## config.mk

```make
export PLATFORM = sky130hd
export DESIGN_NAME = serial_deserializer
export DESIGN_NICKNAME = d
export VERILOG_FILES = /design/src/rtl/ser_pkg.sv /design/src/rtl/serial_shift_core.sv /design/src/rtl/serial_deserializer.sv
export SDC_FILE = /design/constraint.sdc
export NUM_CORES = 1
export LEC_CHECK = 0
export CORE_ASPECT_RATIO = 0.75
export CORE_MARGIN = 8
export CORE_UTILIZATION = 45
export CTS_BUF_LIST = sky130_fd_sc_hd__clkbuf_8 sky130_fd_sc_hd__clkbuf_16
export CTS_CLUSTER_DIAMETER = 80
export DETAILED_ROUTE_END_ITERATION = 10
export DONT_BUFFER_PORTS = 1
export SYNTH_ARGS = -nofsm -noshare
export SYNTH_HDL_FRONTEND = slang
export SYNTH_SLANG_ARGS = --single-unit
```

## constraint.sdc

```tcl
create_clock -name clk -period 2.6 [get_ports clk]
set_input_delay 0.13 -clock clk [delete_from_list [all_inputs] [get_ports clk]]
set_output_delay 0.13 -clock clk [all_outputs]
set_load 0.005 [all_outputs]
```

## src/rtl/ser_pkg.sv

```systemverilog
// Shared types and constants for the serial deserializer.
package ser_pkg;

  // Output buffer occupancy
  typedef enum logic {
    OUT_EMPTY = 1'b0,
    OUT_FULL  = 1'b1
  } out_state_e;

  // Bit-order modes for the LSB_FIRST parameter
  localparam bit LSB_FIRST_MODE = 1'b1;
  localparam bit MSB_FIRST_MODE = 1'b0;

endpackage

```

## src/rtl/serial_shift_core.sv

```systemverilog
// Direction-selectable shift register that collects serial bits.
module serial_shift_core
  import ser_pkg::*;
#(
  parameter int unsigned WIDTH     = 8,
  parameter bit          LSB_FIRST = LSB_FIRST_MODE
) (
  input  logic             clk,
  input  logic             reset,
  input  logic             clear,
  input  logic             shift_en,
  input  logic             serial_in,
  output logic [WIDTH-1:0] q
);

  logic [WIDTH-1:0] sr_q;
  logic [WIDTH-1:0] sr_d;
  logic [WIDTH-1:0] sr_shifted;

  // New bits enter at the top when LSB-first so the first bit ends in bit 0
  if (LSB_FIRST == LSB_FIRST_MODE) begin : g_lsb
    assign sr_shifted = {serial_in, sr_q[WIDTH-1:1]};
  end else begin : g_msb
    assign sr_shifted = {sr_q[WIDTH-2:0], serial_in};
  end

  // Next-state: clear wins, otherwise shift only on enable
  always_comb begin
    sr_d = sr_q;
    if (clear) begin
      sr_d = '0;
    end else if (shift_en) begin
      sr_d = sr_shifted;
    end
  end

  // Shift register state
  always_ff @(posedge clk or posedge reset) begin
    if (reset) begin
      sr_q <= '0;
    end else begin
      sr_q <= sr_d;
    end
  end

  assign q = sr_q;

endmodule

```

## src/rtl/serial_deserializer.sv

```systemverilog
// Serial-to-parallel converter with a one-word output buffer and sticky overflow.
module serial_deserializer
  import ser_pkg::*;
#(
  parameter int unsigned WIDTH     = 8,
  parameter bit          LSB_FIRST = LSB_FIRST_MODE
) (
  input  logic                     clk,
  input  logic                     reset,
  input  logic                     clear,
  input  logic                     bit_valid,
  input  logic                     serial_in,
  output logic [WIDTH-1:0]         data_out,
  output logic                     out_valid,
  input  logic                     out_ready,
  output logic [$clog2(WIDTH)-1:0] bit_count,
  output logic                     overflow
);

  localparam int unsigned CW = $clog2(WIDTH);
  localparam logic [CW-1:0] LAST_BIT = CW'(WIDTH - 1);

  logic             shift_en;
  logic             word_done;
  logic [WIDTH-1:0] shift_q;
  logic [WIDTH-1:0] full_word;

  logic [CW-1:0]    count_q, count_d;
  out_state_e       state_q, state_d;
  logic [WIDTH-1:0] data_q, data_d;
  logic             ovf_q, ovf_d;

  assign shift_en  = bit_valid & ~clear;
  assign word_done = shift_en & (count_q == LAST_BIT);

  serial_shift_core #(
    .WIDTH     (WIDTH),
    .LSB_FIRST (LSB_FIRST)
  ) u_shift (
    .clk       (clk),
    .reset     (reset),
    .clear     (clear),
    .shift_en  (shift_en),
    .serial_in (serial_in),
    .q         (shift_q)
  );

  // Completed word including the bit being sampled on the completing edge
  if (LSB_FIRST == LSB_FIRST_MODE) begin : g_lsb
    assign full_word = {serial_in, shift_q[WIDTH-1:1]};
  end else begin : g_msb
    assign full_word = {shift_q[WIDTH-2:0], serial_in};
  end

  // Bit counter, output buffer FSM and overflow next-state
  always_comb begin
    count_d = count_q;
    state_d = state_q;
    data_d  = data_q;
    ovf_d   = ovf_q;

    if (clear) begin
      count_d = '0;
      state_d = OUT_EMPTY;
      data_d  = '0;
      ovf_d   = 1'b0;
    end else begin
      if (shift_en) begin
        count_d = word_done ? '0 : count_q + CW'(1);
      end

      case (state_q)
        OUT_EMPTY: begin
          if (word_done) begin
            state_d = OUT_FULL;
            data_d  = full_word;
          end
        end
        OUT_FULL: begin
          if (word_done) begin
            // Same-cycle consume lets the new word replace the old without a bubble
            if (out_ready) begin
              data_d = full_word;
            end else begin
              ovf_d = 1'b1;
            end
          end else if (out_ready) begin
            state_d = OUT_EMPTY;
          end
        end
        default: state_d = OUT_EMPTY;
      endcase
    end
  end

  // Registered control and output state
  always_ff @(posedge clk or posedge reset) begin
    if (reset) begin
      count_q <= '0;
      state_q <= OUT_EMPTY;
      data_q  <= '0;
      ovf_q   <= 1'b0;
    end else begin
      count_q <= count_d;
      state_q <= state_d;
      data_q  <= data_d;
      ovf_q   <= ovf_d;
    end
  end

  assign data_out  = data_q;
  assign out_valid = (state_q == OUT_FULL);
  assign bit_count = count_q;
  assign overflow  = ovf_q;

endmodule

```

* Word-level counts from Yosys, hierarchy flattened
Index checks and enable logic that the tools add are counted.
** Storage, ports and cells
- Flip-flop bits (word level) :: 21
- Bits of input ports :: 6
- Output and inout bits :: 13
- Logic and storage cells :: 39
** Cells by class
- $add $sub $neg :: 1
- Equality and inequality tests :: 5
- Muxes and demuxes :: 19
- Bitwise logic cells :: 4
- Reduce and logical (&&, ||, !) cells :: 5
** Operators by type and width (count)
- 2-to-1 mux 8 bit :: 6
- case mux 8 bit (2 select lines) :: 1
- 2-to-1 mux 3 bit :: 3
- != test 3 bit (second input constant) :: 3
- 2-to-1 mux 1 bit :: 8
- AND reduction 3 bit :: 2
- nonzero test 2 bit :: 3
- adder 3 x 1 -> 3 bit (second input constant) :: 1
- == test 3 bit (second input constant) :: 1
- AND 1 bit :: 2
- != test 2 bit (second input constant) :: 1
- inverter 1 bit :: 2
- case mux 1 bit (2 select lines) :: 1

* Logic depth before layout (Yosys ltp)
- Depth after elaboration :: 6
- Mapped depth :: 5
- Mapped depth without buffers :: 5

* By module
From an unflattened synthesis, not the netlist that was laid out.
** Second synthesis, totals
- Cell total of the unflattened synthesis :: 86
- Area, all modules :: 1002.2 µm²
** Modules (own cells, without submodules)
- serial_deserializer :: times used 1, cells each 59, area an instance 673.1 µm², seq. area each 325.3 µm²
- serial_shift_core :: times used 1, cells each 27, area an instance 329.1 µm², seq. area each 200.2 µm²

* Least setup slack after synthesis
No wires, ideal clock.
- Path kind :: reg2reg
- Start point :: reg count_q[0] (netlist: bit_count[0])
- End point :: reg data_q[0] (netlist: data_out[0])
- Setup time :: 0.079 ns
- Data arrival time :: 1.165 ns
- Data required time :: 2.521 ns
- Setup slack :: 1.356 ns
- Stages on the path, launching flop included :: 6
- Path buffers :: 0
- Period minus slack after synthesis :: 1.244 ns
- Cells stage by stage :: dfrtp_1 -> ha_1 -> ha_1 -> nand2_2 -> nor2_8 -> mux2i_1
** On the way
- Word-level cells in the longest chain between the ends :: 4
- Elaborated cells on any way between the ends :: 5
- Those cells by class :: eq/ne (3); bitwise (1); reduce/logical (1)
** RTL lines
- from (decl) :: RTL line serial_deserializer.sv:28 : logic [CW-1:0] count_q, count_d;
- from (signal assigned) :: RTL line serial_deserializer.sv:104 : count_q <= count_d;
- == test 3 bit (*) :: RTL line serial_deserializer.sv:34 : assign word_done = shift_en & (count_q == LAST_BIT);
- AND 1 bit (*) :: RTL line serial_deserializer.sv:34
- != test 3 bit (no line)
- AND reduction 3 bit (no line) (*)
- to (signal assigned) :: RTL line serial_deserializer.sv:106 : data_q <= data_d;
- to (decl) :: RTL line serial_deserializer.sv:30 : logic [WIDTH-1:0] data_q, data_d;
Mark *: on every way between the ends. The rest lies on a longest branch, timed or not.
A chain may end at the register's enable or synchronous reset.

* Worst setup path after layout
- Start point :: reg count_q[0] (netlist: bit_count[0])
- End point :: reg data_q[7] (netlist: data_out[7])
Same word-level chain as after synthesis.

==> results_dict.tcl <==
set metrics [dict create \
    status "complete, no violations" \
    fill_cells 218 \
    h-tree-depth 1 \
    hold_viol 0 \
    clkTransAtPathRegs_ns 0.07 \
    hpwl_um 1160 \
    period_needed_ns 1.38 \
    synth.avg_cell_area_um2 12.7 \
    design.core.area_mm2 0.00221 \
    cts_hold_buf 2 \
    die_h_um 57.1 \
    gp_congestion 0.650 \
    min_from "serial_in" \
    setup.worst_path.end_class "flip-flop" \
    synthCells 80 \
    clock_latency_ns 0.26 \
    grt_pass1_vias 559 \
    worst_pin_slew_ns 0.751 \
    min_path_type "in2reg" \
    initial_core_util 0.457 \
    finalSetupViolCount 0 \
    worstSetupStartpointType "flip-flop" \
    final_cell_mix "dfrtp_1, mux2i_1, nor2_1, nand2b_1, nand2b_4" \
    rsz0062_at_grt "false" \
    r2r-start "bit_count[0]" \
    seq_area_frac_synth 0.494 \
    synth_cell_types 16 \
    fin_crit_sh 0.531 \
    rr_endpoint "data_out[7]" \
    drt_iter0_drc 14 \
    drc_errors 0 \
    p_int_uw 466 \
    final_antenna_net_count 0 \
    yosys_warnings 0 \
    critical_path.max_fanout 8 \
    p_seq_frac 0.549 \
    switching_share 0.197 \
    p_clk_frac 0.398 \
    fp.dieW_um 70.8 \
    combPwrFrac 0.052 \
    grt_max_degree 21 \
    syn-num-nets 88 \
    cts_buffers 3 \
    design_area_mm2 0.00107 \
    drv_cap 0 \
    cts_root_buf "clkbuf_8" \
    syn_to_final_growth_pct 6.06 \
    holdPathEnd "data_out[7]" \
    p_per_area_mw_per_mm2 541 \
    cp.arrival_ns 1.56 \
    multiInputGateArea_um2 457 \
    cts_resized 0 \
    r2r_slack_ns 1.22 \
    syn_area_mm2 0.00101 \
    grt_overflow_total 0 \
    fmax_mhz 725 \
    synth_seq_cells 20 \
    regArea_um2 500 \
    antenna_found_initial 0 \
    worst-setup-path-type "reg2reg" \
    cp.required_ns 2.78 \
    holdPathStages 2 \
    max_slew_margin 0.499 \
    dr.pass1.iters 3 \
    clock_sinks 20 \
    detailed_place.area_um2 998 \
    post_drt_via_cell_ratio 5.00 \
    p_switching_uw 115 \
    cts_tree "done" \
    final.setup.tns_ns 0 \
    wl_per_cell_um 15.4 \
    layout-drive-gt1-share 0.183 \
    nets 91 \
    io_pins 19 \
    clockBufferDepth 2 \
    port_buffers 0 \
    final_common_cell "dfrtp_1" \
    grt_pass1_wl_um 2790 \
    leakage_nw 0.499 \
    grt_usage 0.0885 \
    skew_ns 0.00242 \
    r2r_cells 5 \
    ir_worst_vdd_v 0.000360 \
    slew_viol_final 0 \
    drt-total-wl_um 1650 \
    diodes 0 \
    dieArea_mm2 0.00404 \
    post_cts_buffers 0 \
    num_rows 15 \
    vias 535 \
]
[registers in the layout, indices dropped and copies added (netlist names)]
signal and flops:
u_shift.q 7, out_valid 1, overflow 1, bit_count 3, data_out 8
[stage by stage]
stage,setup slack (ns),hold slack [ns],std cells,power (mW),utilization
final,1.22,0.0294,107,0.581,0.485
after global routing,1.07,0.0408,107,0.601,0.485
after CTS,1.19,0.0341,107,0.591,0.485
after detailed placement,1.21,0.202,101,0.352,0.451
after global placement,1.26,0.199,101,0.351,0.451
after floorplan,1.36,0.0938,80,0.360,-
[worst max-delay path: stages (launching register included)]
cell and delay (ns):
dfrtp_1 0.41, ha_1 0.17, ha_1 0.21, nand2_2 0.10, nor2_8 0.19, mux2i_1 0.22
[synth_stat cells (all sizes together)]
cell	number	area, µm²
a21oi	1	5.00
a22oi	2	15.0
a31oi	1	6.26
and2b	1	7.51
buf	4	45.0
dfrtp	20	500
ha	2	25.0
inv	2	10.0
mux2i	16	160
nand2	1	6.26
nand2b	16	153
nor2	13	65.1
nor2b	1	13.8
[cells by family after synthesis]
family	synth area share
AO/OA/AOI/OAI	0.0260
flip-flops	0.494
adder cells (fa/ha/maj)	0.0247
AND/OR/NAND/NOR	0.242
multiplexers	0.158
buffers and inverters	0.0544
[per-layer routing]
metal	global-route usage	share of wire	routed length [µm]
met1	0.101	0.45	746
met2	0.134	0.45	738
met3	0.0594	0.10	165
met4	0.0177	0	0
met5	0	0	0
[power groups by stage]
stage	clock network (mW)	registers (mW)	logic [mW]
2_1_floorplan	0	0.324	0.0357
6_report	0.231	0.319	0.0304
3_5_place_dp	0	0.325	0.0262
5_1_grt	0.247	0.320	0.0341
3_3_place_gp	0	0.325	0.0260
4_1_cts	0.241	0.319	0.0314
[layout make-up]
type,instances,share of cell area
repair buffers,2,0.0186
clock buffers,4,0.0513
flip-flops and latches,20,0.466
multi-input cells,54,0.425
inverters,2,0.00932
well taps,25,0.0291
[how the worst max path moves through the flow]
| stage | from | endpoint |
|---|---|---|
| after global routing | bit_count[0] | data_out[7] |
| after floorplan | bit_count[0] | data_out[0] |
| final | bit_count[0] | data_out[7] |
| after detailed placement | bit_count[0] | data_out[7] |
| after CTS | bit_count[0] | data_out[7] |
| after global placement | bit_count[0] | data_out[5] |
(Power assumes the default switching activity.)
